### src/rtl/lockstep_run_ctrl.sv
// Run sequencer for the dual-copy LB non-interference harness: owns the shared core
// reset, steps RESET/INIT/RUN/CHECK and keeps a sticky divergence verdict.
module lockstep_run_ctrl #(
   parameter int unsigned RESET_CYCLES = 2,
   parameter int unsigned INIT_CYCLES  = 8,
   parameter int unsigned CHECK_CYCLE  = 14
) (
   input  logic        clk,
   input  logic        reset_n,
   input  logic        start,
   input  logic        abort,
   input  logic        lb_valid1,
   input  logic        lb_valid2,
   input  logic [31:0] lb_addr1,
   input  logic [31:0] lb_addr2,
   input  logic [31:0] lb_data1,
   input  logic [31:0] lb_data2,
   output logic        core_reset,
   output logic        init_phase,
   output logic        running,
   output logic        check_strobe,
   output logic [7:0]  cycle_cnt,
   output logic        diverge_flag,
   output logic [7:0]  diverge_cycle,
   output logic        done,
   output logic        pass
);

   typedef enum logic [2:0] {
      S_IDLE,
      S_RESET,
      S_INIT,
      S_RUN,
      S_CHECK,
      S_DONE
   } state_t;

   localparam logic [7:0] RESET_LAST = 8'(RESET_CYCLES - 1);
   localparam logic [7:0] INIT_LAST  = 8'(INIT_CYCLES - 1);
   localparam logic [7:0] RUN_LAST   = 8'(CHECK_CYCLE - 1);

   state_t     state_q, state_d;
   logic [7:0] cnt_q, cnt_d;
   logic       core_reset_q, core_reset_d;
   logic       flag_q, flag_d;
   logic [7:0] dcyc_q, dcyc_d;
   logic       done_q, done_d;
   logic       pass_q, pass_d;

   logic       diverge;
   logic       cmp_en;
   logic       is_running;

   // Entries that are invalid in both copies are don't-care, whatever their payload.
   assign diverge = (lb_valid1 ^ lb_valid2)
                  | (lb_valid1 & lb_valid2 & ((lb_addr1 != lb_addr2) | (lb_data1 != lb_data2)));

   assign cmp_en     = (state_q == S_INIT) || (state_q == S_RUN) || (state_q == S_CHECK);
   assign is_running = cmp_en || (state_q == S_RESET);

   always_comb begin
      state_d      = state_q;
      cnt_d        = cnt_q;
      flag_d       = flag_q;
      dcyc_d       = dcyc_q;
      done_d       = done_q;
      pass_d       = pass_q;
      core_reset_d = 1'b1;

      if (is_running) begin
         cnt_d = cnt_q + 8'd1;
      end

      if (cmp_en && diverge && !flag_q) begin
         flag_d = 1'b1;
         dcyc_d = cnt_q;
      end

      unique case (state_q)
         S_IDLE, S_DONE: begin
            if (start) begin
               state_d = S_RESET;
               cnt_d   = 8'd0;
               flag_d  = 1'b0;
               dcyc_d  = 8'd0;
               done_d  = 1'b0;
               pass_d  = 1'b0;
            end
         end
         S_RESET: if (cnt_q == RESET_LAST) state_d = S_INIT;
         S_INIT:  if (cnt_q == INIT_LAST)  state_d = S_RUN;
         S_RUN:   if (cnt_q == RUN_LAST)   state_d = S_CHECK;
         S_CHECK: begin
            // The CHECK cycle's own comparison still counts toward the verdict.
            state_d = S_DONE;
            done_d  = 1'b1;
            pass_d  = !(flag_q || diverge);
         end
         default: state_d = S_IDLE;
      endcase

      if (is_running && abort) begin
         state_d = S_IDLE;
         done_d  = 1'b0;
         pass_d  = 1'b0;
      end

      core_reset_d = (state_d == S_IDLE) || (state_d == S_RESET) || (state_d == S_DONE);
   end

   always_ff @(posedge clk or negedge reset_n) begin
      if (!reset_n) begin
         state_q      <= S_IDLE;
         cnt_q        <= 8'd0;
         core_reset_q <= 1'b1;
         flag_q       <= 1'b0;
         dcyc_q       <= 8'd0;
         done_q       <= 1'b0;
         pass_q       <= 1'b0;
      end else begin
         state_q      <= state_d;
         cnt_q        <= cnt_d;
         core_reset_q <= core_reset_d;
         flag_q       <= flag_d;
         dcyc_q       <= dcyc_d;
         done_q       <= done_d;
         pass_q       <= pass_d;
      end
   end

   assign core_reset    = core_reset_q;
   assign init_phase    = (state_q == S_INIT);
   assign running       = is_running;
   assign check_strobe  = (state_q == S_CHECK);
   assign cycle_cnt     = cnt_q;
   assign diverge_flag  = flag_q;
   assign diverge_cycle = dcyc_q;
   assign done          = done_q;
   assign pass          = pass_q;

endmodule

### config.mk
export PLATFORM = sky130hd
export DESIGN_NAME = lockstep_run_ctrl
export DESIGN_NICKNAME = d
export VERILOG_FILES = /design/src/rtl/lockstep_run_ctrl.sv
export SDC_FILE = /design/constraint.sdc
export NUM_CORES = 1
export LEC_CHECK = 0
export ABC_AREA = 0
export CAP_MARGIN = 10
export CORE_ASPECT_RATIO = 0.5
export CORE_MARGIN = 3
export CORE_UTILIZATION = 35
export CTS_CLUSTER_SIZE = 20
export DETAILED_ROUTE_END_ITERATION = 8
export PLACE_DENSITY = 0.84
export SLEW_MARGIN = 40
export SYNTH_ARGS = -nofsm -noshare
export SYNTH_HDL_FRONTEND = slang
export SYNTH_SLANG_ARGS = --single-unit
### constraint.sdc
create_clock -name clk -period 2.5 [get_ports clk]
set_clock_uncertainty 0.15 [all_clocks]
set_input_delay 0.25 -clock clk [delete_from_list [all_inputs] [get_ports clk]]
set_output_delay 0.25 -clock clk [all_outputs]
set_load 0.02 [all_outputs]
* After elaboration in Yosys (flattened, before gate mapping)
Index checks and enable logic that the tools add are counted.
Word-level totals: register bits 23, output and inout port bits 23
Operators by class: $add $sub $neg 1, equality and inequality tests 13, mux-type cells 20, bitwise operators 5, reduce and logical (&&, ||, !) cells 16
Operators with widths (number):
- 32-bit inequality test | 2
- 8-bit two-way mux | 6
- 3-bit two-way mux | 5
- 3-bit case mux with 5 select lines | 1
- 3-bit == test (second input constant) | 3
- 8-bit by 1-bit adder with 8-bit output (second input constant) | 1
- 8-bit by 1-bit == test with 1-bit output (second input constant) | 1
- 8-bit by 3-bit == test with 1-bit output (second input constant) | 1
- 8-bit by 4-bit == test with 1-bit output (second input constant) | 1
- 3-bit by 1-bit == test with 1-bit output (second input constant) | 2
- 3-bit by 2-bit == test with 1-bit output (second input constant) | 2
- 3-bit logical NOT | 2
- 1-bit logical OR | 6
- 1-bit two-way mux | 6
- 1-bit case mux with 2 select lines | 2
- 1-bit logical AND | 3
- 3-bit inequality test (second input constant) | 1
- 3-bit nonzero test | 1
- 1-bit AND | 2
- 1-bit logical NOT | 2
- 1-bit bitwise OR | 2
- 2-bit AND reduction | 1
- 2-bit OR reduction | 1
- 1-bit XOR | 1

* Longest topological paths before layout
Gate-level depths: netlist (run 1).
depth after elaboration 9, mapped depth 8, gate-level depth less buffers 7

* Least setup slack after synthesis (run 1)
OpenSTA, ideal clock, no wires.
path type reg2reg, from register state_q[2], to register dcyc_q[1], in the netlist diverge_cycle[1], arrival 1.770 ns, slack 0.455 ns, cell stages (with the launch flop) 9, buffers on the path 3, path through dfrtp_1 -> buf_4 -> or3b_1 -> buf_2 -> a211o_1 -> buf_6 -> mux2i_1 -> nor2_1 -> mux2_2
On the way: cells in the longest elaborated chain, start to end 8, elaborated cells between the ends (all ways) 13, those cells by class eq/ne (4); mux (3); reduce/logical (6)
RTL lines:
- start, declared | line 42 | state_t state_q, state_d;
- start signal, assigned | line 121 | state_q <= state_d;
- 3-bit by 2-bit == test with 1-bit output | line 58 | assign cmp_en = (state_q == S_INIT) || (state_q == S_RUN) || (state_q == S_CHECK);
- 1-bit logical OR (2 in series) | line 58
- 1-bit logical AND (2 in series) | line 74 | if (cmp_en && diverge && !flag_q) begin
- 8-bit two-way mux | line 74
- 8-bit two-way mux | line 81 | if (start) begin
- 8-bit two-way mux (*) | line 79 | unique case (state_q)
- via dcyc_d[1] | line 46 | logic [7:0] dcyc_q, dcyc_d;
- end signal, assigned | line 125 | dcyc_q <= dcyc_d;
- end, declared | line 46
The timed path passes the listed nets; every way through them passes the cells marked *. A chain may end at the register's enable or synchronous reset.

* Final worst setup path (run 1)
from register state_q[2], to output check_strobe
On the way: cells in the longest elaborated chain, start to end 1
RTL lines:
- 3-bit == test | line 134 | assign check_strobe = (state_q == S_CHECK);
- end, declared | line 21 | output logic check_strobe,
Every way passes these cells.

==> results of run 1 <==
[cells in the final DEF, fill, tap and decap left out, types with 3 or more instances in the layout]
cell type	netlist	final
inv_1	5	5
dfrtp_1	22	22
a21oi_1	15	15
nand4_1	17	17
mux2i_1	8	8
ha_1	3	3
and3_1	8	8
o21ai_0	3	3
xnor2_1	70	70
nand2_1	18	18
nor4_1	7	7
nor2_1	15	14
clkdlybuf4s50_1	0	156
mux2_2	8	8
nand3_1	6	6
clkbuf_16	0	3
nor3_1	4	3
buf_4	1	3
[metrics by stage]
stage | hold slack [ps] | instance area [um2] | instances | util (%) | power, W
finish | 194.3 | 3817 | 467 | 67.75 | 0.002089
global route | 218.7 | 3817 | 467 | 67.75 | 0.002212
CTS | 207.4 | 3800 | 467 | 67.44 | 0.002066
detailed placement | 403.6 | 3719 | 463 | 66.00 | 0.001697
global placement | 394.2 | 3719 | 463 | 66.00 | 0.001657
floorplan | -195.6 | 2098 | 242 | - | 0.001186
[final cells by class]
cell class	count	area share [%]
Sequential cell	23	15.11
Tap cell	73	2.393
Multi-Input combinational cell	203	38.45
Clock buffer	4	2.065
Inverter	5	0.4916
Timing Repair Buffer	159	41.49
[final timing paths]
path / cells after the start / endpoint / slack [ps] / from
max: 3 / check_strobe / 110 / state_q[2]
min: 2 / state_q[1] / 190 / reset_n
max reg2reg: 5 / diverge_cycle[1] / 200 / state_q[2]
min reg2reg: 2 / done / 480 / done
max in group asynchronous: 2 / core_reset / 1730 / reset_n
min in group clk: 2 / done / 480 / done
[kinds of logic after synthesis]
family                     synth area share [%]
AOI/OAI and AO/OA                         8.706
DFF                                       27.49
buffers and inverters                     3.518
and+or+nand+nor                           20.33
adders and majority gates                 1.789
xor gates and xnor gates                  30.05
muxes                                     8.110
[routing by layer]
metal	wire length, um	share of wire [%]	vias to the layer above	global-route usage [%]
met4	85	1.1	0	3.679
met2	4111	54	88	41.20
met1	2933	39	1107	23.55
met5	0	0	-	0
li1	-	-	1153	-
met3	417	5.5	12	3.884
[where the power goes]
group,total [W],switching [W],internal [W]
Combinational,0.00113,0.000522,0.000606
Sequential,0.000606,0.000149,0.000457
Clock,0.000356,0.000138,0.000218
Total,0.00209,0.000808,0.00128
[sequential cells by signal, indices dropped and copies added (netlist names)]
name,count
core_reset,1
cycle_cnt,8
diverge_cycle,8
diverge_flag,1
done,1
pass,1
state_q,3
[timing repair]
item / CTS / global route
resized for setup: 1 / 3
setup buffers: 0 / 0
setup endpoints to repair: 1 / 2
[worst max-delay path, stage by stage (launching register included)]
cell	delay [ps]
dfrtp_1	540
or3b_4	480
inv_1	100
clkdlybuf4s50_1	610
==> out/metrics.csv, run 1 <==
stage,metric,value,unit
global_routing,overflow,0,
clock_network,cts_buffers,3,
clock_network,cts.clk_slew.worst_paths,60,ps
yosys,synth_top_area_share,29.22,%
yosys,yosysMostFrequentCell,xnor2_1,
floorplanning,core,5634,um2
clock_network,clockBufferDepth,2,
pwr,ir_worst_vdd,0.0003550,V
worst_setup_path,start_kind,register,
detailed_routing,vias_per_cell,5.054,
worst_setup_path,crit_path_end_kind,output pin,
floorplanning,initial_core_util,37.24,%
floorplanning,die_x,115.5,um
yosys,ys.flop_type,dfrtp_1,
yosys,syn_area_per_cell,8.671,um2
yosys,netlist_top_cells_area,"xnor2_1 29%, dfrtp_1 26%, nand4_1 5.1%, mux2_2 4.3%, mux2i_1 3.8%",
clock_network,clkLatencyLatePin,260,ps
yosys,async_flop_share,100.0,%
detailed_routing,wirelength,7.547,mm
floorplanning,io_pins,157,
yosys,synth_common_cells,"70 x xnor2_1, 22 x dfrtp_1, 18 x nand2_1",
floorplanning,rows,19,
timing,worstMarginPinSlew,646.1,ps
yosys,synth_seq_cells,23,
worst_setup_path,arrival,1990,ps
cells_and_area,antenna_cells,0,
worst_setup_path,setup.worst_path.class,reg -> out,
placement,place_hpwl,6.302,mm
placement,post-place-ws,116.0,ps
cells_and_area,nNetsFinal,532,
cells_and_area,num-fill-cells,452,
timing,hold_viol_final,0,
placement,place_congestion,0.8719,
timing,max_freq,419.0,MHz
cells_and_area,area_delta_synth_final,81.93,%
cells_and_area,multi_input_area,1468,um2
detailed_routing,drcViolationCount,0,
clock_network,cts.sinks,23,
timing,maxSlewHeadroom,56.53,%
hold_path,hold_class,in -> async,
clock_network,cts_tree,yes,
job,max_cap_viol_count,0,
timing,grt_setup_unrepaired,false,
global_routing,grt_usage,20.59,%
yosys,postSynthCellCount,242,
yosys,synth_edf_count,0,
global_routing,grt_pass1_wl,11.51,mm
timing,final.setup.worst_slack,113.6,ps
detailed_routing,wl_per_cell,16.16,um
yosys,syn_area,2098,um2
detailed_routing,drt_first_pass_iters,4,
cells_and_area,drive_gt1_share,5.076,%
yosys,syn-num-nets,379,
global_routing,antenna_found_initial,0,
pwr,power_leakage,1.473,nW
status,status,"complete, no violations",
floorplanning,die_area,7017,um2
timing,period_needed,2386,ps
pwr,p_per_area,547.3,nW/um2
yosys,synth_cell_types,36,
clock_network,clock-root-buffer,clkbuf_16,
global_routing,first_global_vias,2464,
worst_setup_path,worstPathMaxFanout,10,
yosys,yosysWarnings,0,
yosys,yosysTopAreaCell,xnor2_1,
detailed_routing,drt_iter0_drc,107,
detailed_routing,vias,2360,
clock_network,htree_levels,1,
worst_setup_path,cp.required,2100,ps
floorplanning,die_h,60.75,um
timing,setup_violations,0,
clock_network,cts_hold_buf,0,
yosys,ys_seq_area_share,27.49,%
timing,setup_tns,0,ps
placement,portBuffers,156,
timing,final_max_slew_viol_count,0,
global_routing,grt_max_degree,24,
detailed_routing,drtAntennaViolNets,0,
cells_and_area,regArea,576.8,um2
timing,period_share,95.45,%
Power figures use the tool's default switching activity.
==> inputs of run 2 (changes only) <==
--- a/config.mk
+++ b/config.mk
@@ -9,10 +9,10 @@
 export CAP_MARGIN = 10
 export CORE_ASPECT_RATIO = 0.5
 export CORE_MARGIN = 3
-export CORE_UTILIZATION = 35
+export CORE_UTILIZATION = 37
 export CTS_CLUSTER_SIZE = 20
 export DETAILED_ROUTE_END_ITERATION = 8
-export PLACE_DENSITY = 0.84
+export PLACE_DENSITY = 0.87
 export SLEW_MARGIN = 40
 export SYNTH_ARGS = -nofsm -noshare
 export SYNTH_HDL_FRONTEND = slang
==> constraint.sdc (replaced) <==
create_clock -name clk -period 2.9 [get_ports clk]
set_clock_uncertainty 0.15 [all_clocks]
set_input_delay 0.29 -clock clk [delete_from_list [all_inputs] [get_ports clk]]
set_output_delay 0.29 -clock clk [all_outputs]
set_load 0.02 [all_outputs]
==> out/metrics.csv, run 2 (synthesis gave the netlist of run 1 again) <==
stage,metric,value,unit,change
detailed_routing,drtAntennaViolNets,0,,unchanged
timing,period_needed,2689,ps,
detailed_routing,vias_per_cell,5.080,,+0.52%
clock_network,cts_setup_buffers,0,,unchanged
global_routing,grt_usage,23.52,%,+2.9 points
pwr,p_per_area,467.3,nW/um2,-15%
floorplanning,rows,18,,-1
worst_setup_path,arrival,2250,ps,+260 ps
clock_network,htree_levels,1,,unchanged
pwr,switching_share,38.36,%,-0.32 points
timing,worstMarginPinSlew,712.6,ps,+66.48 ps
detailed_routing,vias,2357,,-0.13%
pwr,p_int,0.001093,W,-15%
cells_and_area,final_common_cell,clkdlybuf4s50_1,,
worst_setup_path,worstPathMaxFanout,13,,+3
worst_setup_path,ff2ff_setup_slack,570,ps,+370 ps
floorplanning,die_area,6666,um2,-5.0%
timing,setup_violations,0,,unchanged
clock_network,cts_buffers,3,,unchanged
clock_network,cts.clk_slew.worst_paths,60,ps,about the same
pwr,pwr-share-seq,29.6,%,+0.6 points
timing,grt_setup_unrepaired,false,,
worst_setup_path,setup.worst_path.class,reg -> out,,
detailed_routing,wl_per_cell,17.06,um,+5.6%
floorplanning,core,5202,um2,-7.7%
floorplanning,die_h,59.25,um,-2.5%
pwr,comb_power_share,53.3,%,-0.7 points
clock_network,cts_tree,yes,,
placement,portBuffers,156,,unchanged
timing,hold_viol_final,0,,unchanged
detailed_routing,wirelength,7.917,mm,+4.9%
status,status,"complete, no violations",,
pwr,power_leakage,1.465,nW,-0.49%
detailed_routing,drt_first_pass_iters,4,,unchanged
cells_and_area,area_delta_synth_final,80.80,%,
hold_path,hold_class,in -> async,,
timing,setup_tns,0,ps,unchanged
pwr,clkPwrFrac,17.1,%,about the same
worst_setup_path,start_kind,register,,
floorplanning,initial_core_util,40.33,%,+3.1 points
worst_setup_path,reg2reg_depth,5,,unchanged
floorplanning,die_x,112.5,um,-2.6%
clock_network,cts_resized,0,,-1
worst_setup_path,cp.required,2460,ps,+360 ps
placement,place_congestion,0.9215,,+5.7%
global_routing,grt_max_degree,24,,unchanged
job,max_cap_viol_count,0,,unchanged
cells_and_area,nNetsFinal,532,,unchanged
timing,maxSlewHeadroom,52.06,%,-4.5 points
pwr,power,0.001773,W,-15%
pwr,switching_power,0.0006802,W,-16%
cells_and_area,antenna_cells,0,,unchanged
placement,place_hpwl,6.865,mm,+8.9%
clock_network,cts_hold_buf,0,,unchanged
timing,fin_hold_ws,234.0,ps,+39.63 ps
floorplanning,io_pins,157,,unchanged
detailed_routing,drt_iter0_drc,116,,+8.4%
worst_setup_path,crit_path_end_kind,output pin,,
clock_network,clock-root-buffer,clkbuf_16,,
pwr,ir_worst_vdd,0.0005134,V,+45%
detailed_routing,drcViolationCount,0,,unchanged
clock_network,clockBufferDepth,2,,unchanged
cells_and_area,drive_gt1_share,4.061,%,-1.0 points
global_routing,overflow,0,,unchanged
clock_network,clkLatencyLatePin,250,ps,about the same
timing,final_max_slew_viol_count,0,,unchanged
global_routing,grt_pass1_wl,12.33,mm,+7.1%
timing,period_share,92.74,%,
worst_setup_path,r2r_start,state_q[0],,
placement,numPlacedInstances,460,,-0.65%
clock_network,cts.sinks,23,,unchanged
worst_setup_path,worstReg2RegEnd,diverge_cycle[1],,
global_routing,first_global_vias,2487,,+0.93%
global_routing,antenna_found_initial,0,,unchanged
cells_and_area,final_cell_mix,"156 x clkdlybuf4s50_1, 70 x xnor2_1, 22 x dfrtp_1, 18 x nand2_1, 17 x nand4_1",,
cells_and_area,finalNonFillerCells,464,,-0.64%
timing,max_freq,371.8,MHz,
## run 2: cell counts in the layout (fill, tap and decap cells not counted)
Identical to the previous run, type by type.
## run 2: critical path, stage by stage, from the launching register on
cell             delay (ps)
dfrtp_1                 510
o21a_1                  270
nor2_1                  490
clkdlybuf4s50_1         720
## run 2: stage by stage
stage / area (um2) / utilization, % / setup slack (ps)
2_1_floorplan: 2098 / - / 855.2
3_5_place_dp: 3715 / 71.40 / 367.4
4_1_cts: 3794 / 72.92 / 250.2
6_report: 3794 / 72.92 / 210.7
3_3_place_gp: 3715 / 71.40 / 405.1
5_1_grt: 3794 / 72.92 / 134.3
## run 2: final cells by class
cell class	count	area, um2
clock buffers	4	78.83
inverters	5	18.77
fillers	372	1409
repair buffers	159	1584
well taps	70	87.58
flip-flops and latches	23	576.8
multi-input cells	203	1448
## run 2: power by group through the flow
stage	Clock, W	Combinational [W]	Sequential [W]
2_1_floorplan	0	0.000497	0.000525
3_3_place_gp	0	0.000913	0.000518
3_5_place_dp	0	0.000938	0.000527
4_1_cts	0.000304	0.000946	0.000523
5_1_grt	0.000318	0.00102	0.000540
6_report	0.000303	0.000946	0.000524
## run 2: worst max path at each step
stage                  endpoint    startpoint  slack, ps
2_1_floorplan  diverge_cycle[1]    state_q[2]        860
3_3_place_gp   diverge_cycle[1]  lb_data2[17]        410
3_5_place_dp   diverge_cycle[1]  lb_addr2[17]        370
4_1_cts                 running    state_q[0]        250
5_1_grt                 running    state_q[0]        130
6_report                running    state_q[0]        210
## run 2: routing by layer
| layer | GRT usage, % | vias up | routed length (um) | part of all wire [%] |
|---|---|---|---|---|
| met5 | 0 | - | 0 | 0 |
| li1 | - | 1146 | - | - |
| met3 | 4.689 | 14 | 544 | 6.9 |
| met1 | 27.73 | 1098 | 3071 | 39 |
| met2 | 45.05 | 99 | 4114 | 52 |
| met4 | 5.479 | 0 | 187 | 2.4 |
==> inputs of run 3 (changes only) <==
==> constraint.sdc (replaced) <==
create_clock -name clk -period 3.2 [get_ports clk]
set_clock_uncertainty 0.15 [all_clocks]
set_input_delay 0.32 -clock clk [delete_from_list [all_inputs] [get_ports clk]]
set_output_delay 0.32 -clock clk [all_outputs]
set_load 0.02 [all_outputs]
==> out/metrics.csv, run 3 (synthesis gave the netlist of run 1 again) <==
stage,metric,value,unit,change
status,status,"complete, no violations",,
floorplanning,die_x,112.5,um,unchanged
timing,setup_tns,0,ps,unchanged
pwr,switching_power,0.0006257,W,-8.0%
pwr,clkPwrFrac,17.1,%,about the same
timing,maxSlewHeadroom,48.45,%,-3.6 points
clock_network,htree_levels,1,,unchanged
timing,hold_viol_final,0,,unchanged
timing,final_max_slew_viol_count,0,,unchanged
cells_and_area,final_common_cell,clkdlybuf4s50_1,,
detailed_routing,wirelength,8.019,mm,+1.3%
global_routing,overflow,0,,unchanged
placement,numPlacedInstances,459,,-0.22%
floorplanning,die_h,59.25,um,unchanged
worst_setup_path,setup.worst_path.class,reg -> out,,
timing,grt_setup_unrepaired,false,,
detailed_routing,drcViolationCount,0,,unchanged
pwr,switching_share,38.78,%,+0.41 points
pwr,pwr-share-seq,29.7,%,about the same
global_routing,antenna_found_initial,0,,unchanged
detailed_routing,wl_per_cell,17.28,um,+1.3%
global_routing,first_global_vias,2542,,+2.2%
clock_network,cts_resized,0,,unchanged
global_routing,grt_usage,24.53,%,+1.0 points
worst_setup_path,cp.required,2730,ps,+270 ps
clock_network,cts_hold_buf,1,,+1
timing,setup_violations,0,,unchanged
timing,period_needed,2725,ps,
clock_network,cts.sinks,23,,unchanged
clock_network,cts_buffers,3,,unchanged
detailed_routing,drtAntennaViolNets,0,,unchanged
global_routing,grt_max_degree,24,,unchanged
detailed_routing,vias,2389,,+1.4%
clock_network,clockBufferDepth,2,,unchanged
cells_and_area,drive_gt1_share,4.315,%,+0.25 points
worst_setup_path,crit_path_end_kind,output pin,,
floorplanning,die_area,6666,um2,unchanged
placement,portBuffers,156,,unchanged
floorplanning,io_pins,157,,unchanged
pwr,power_leakage,1.468,nW,+0.15%
pwr,p_int,0.0009878,W,-9.6%
placement,post-place-ws,638.1,ps,+270.6 ps
floorplanning,rows,18,,unchanged
placement,place_hpwl,6.925,mm,+0.87%
timing,final.setup.worst_slack,474.7,ps,+264.1 ps
detailed_routing,drt_first_pass_iters,4,,unchanged
timing,max_freq,366.9,MHz,
pwr,p_per_area,425.5,nW/um2,-9.0%
job,max_cap_viol_count,0,,unchanged
detailed_routing,vias_per_cell,5.149,,+1.4%
pwr,ir_worst_vdd,0.0005021,V,-2.2%
timing,period_share,85.16,%,
floorplanning,core,5202,um2,unchanged
clock_network,cts.clk_slew.worst_paths,60,ps,about the same
clock_network,clock-root-buffer,clkbuf_16,,
cells_and_area,area_delta_synth_final,80.74,%,about the same
clock_network,cts_setup_buffers,0,,unchanged
hold_path,min_delay_path_depth,2,,
worst_setup_path,start_kind,register,,
cells_and_area,final_cell_mix,"155 x clkdlybuf4s50_1, 70 x xnor2_1, 22 x dfrtp_1, 18 x nand2_1, 17 x nand4_1",,
pwr,comb_power_share,53.3,%,about the same
clock_network,clkLatencyLatePin,260,ps,about the same
cells_and_area,finalNonFillerCells,464,,unchanged
worst_setup_path,arrival,2260,ps,about the same
timing,worstMarginPinSlew,766.2,ps,+53.59 ps
placement,place_congestion,0.8671,,-5.9%
hold_path,hold_class,reg -> reg,,
floorplanning,initial_core_util,40.33,%,unchanged
detailed_routing,drt_iter0_drc,153,,+32%
worst_setup_path,worstPathMaxFanout,13,,unchanged
cells_and_area,nNetsFinal,532,,unchanged
cells_and_area,antenna_cells,0,,unchanged
global_routing,grt_pass1_wl,12.89,mm,+4.5%
worst_setup_path,reg2reg_depth,5,,unchanged
clock_network,cts_tree,yes,,
[run 3: critical path, cell delays in order (launching register included)]
cell and delay [ps]:
dfrtp_1 530, o21a_1 290, nor2_1 460, clkdlybuf4s50_1 720
[run 3: layer usage]
| metal | track usage, % | part of all wire, % | up-vias |
|---|---|---|---|
| li1 | - | - | 1154 |
| met1 | 29.13 | 38 | 1117 |
| met2 | 46.91 | 53 | 104 |
| met3 | 4.383 | 6.7 | 14 |
| met4 | 6.164 | 2.1 | 0 |
| met5 | 0 | 0 | - |
[run 3: layout make-up]
| type | count | area (um2) |
|---|---|---|
| flip-flops and latches | 23 | 576.8 |
| clock inverters | 1 | 5.005 |
| inverters | 5 | 18.77 |
| multi-input cells | 203 | 1448 |
| repair buffers | 159 | 1582 |
| fillers | 374 | 1410 |
| clock buffers | 3 | 75.07 |
| well taps | 70 | 87.58 |
[run 3: metrics by stage]
step	power, W	util [%]	cell area (um2)	hold slack [ps]
4_1_cts	0.001610	72.90	3792	403.1
6_report	0.001613	72.90	3792	402.2
5_1_grt	0.001714	72.90	3792	451.9
3_3_place_gp	0.001294	71.26	3707	373.3
3_5_place_dp	0.001328	71.16	3702	176.3
2_1_floorplan	0.0009264	-	2098	-125.6
[run 3: worst paths after layout]
| kind | start | to | slack (ps) |
|---|---|---|---|
| worst max-delay path | state_q[0] | running | 470 |
| worst min-delay path | done | done | 400 |
| worst max register to register | state_q[0] | diverge_cycle[1] | 860 |
| worst min register to register | done | done | 400 |
| max in group asynchronous | reset_n | core_reset | 2110 |
| min in group asynchronous | reset_n | cycle_cnt[2] | 430 |
[run 3: power by group through the flow]
stage | logic [W] | registers (W) | clock network, W
finish | 0.000859 | 0.000479 | 0.000276
global route | 0.000929 | 0.000492 | 0.000293
CTS | 0.000858 | 0.000473 | 0.000279
detailed placement | 0.000849 | 0.000478 | 0
global placement | 0.000823 | 0.000470 | 0
floorplan | 0.000451 | 0.000476 | 0
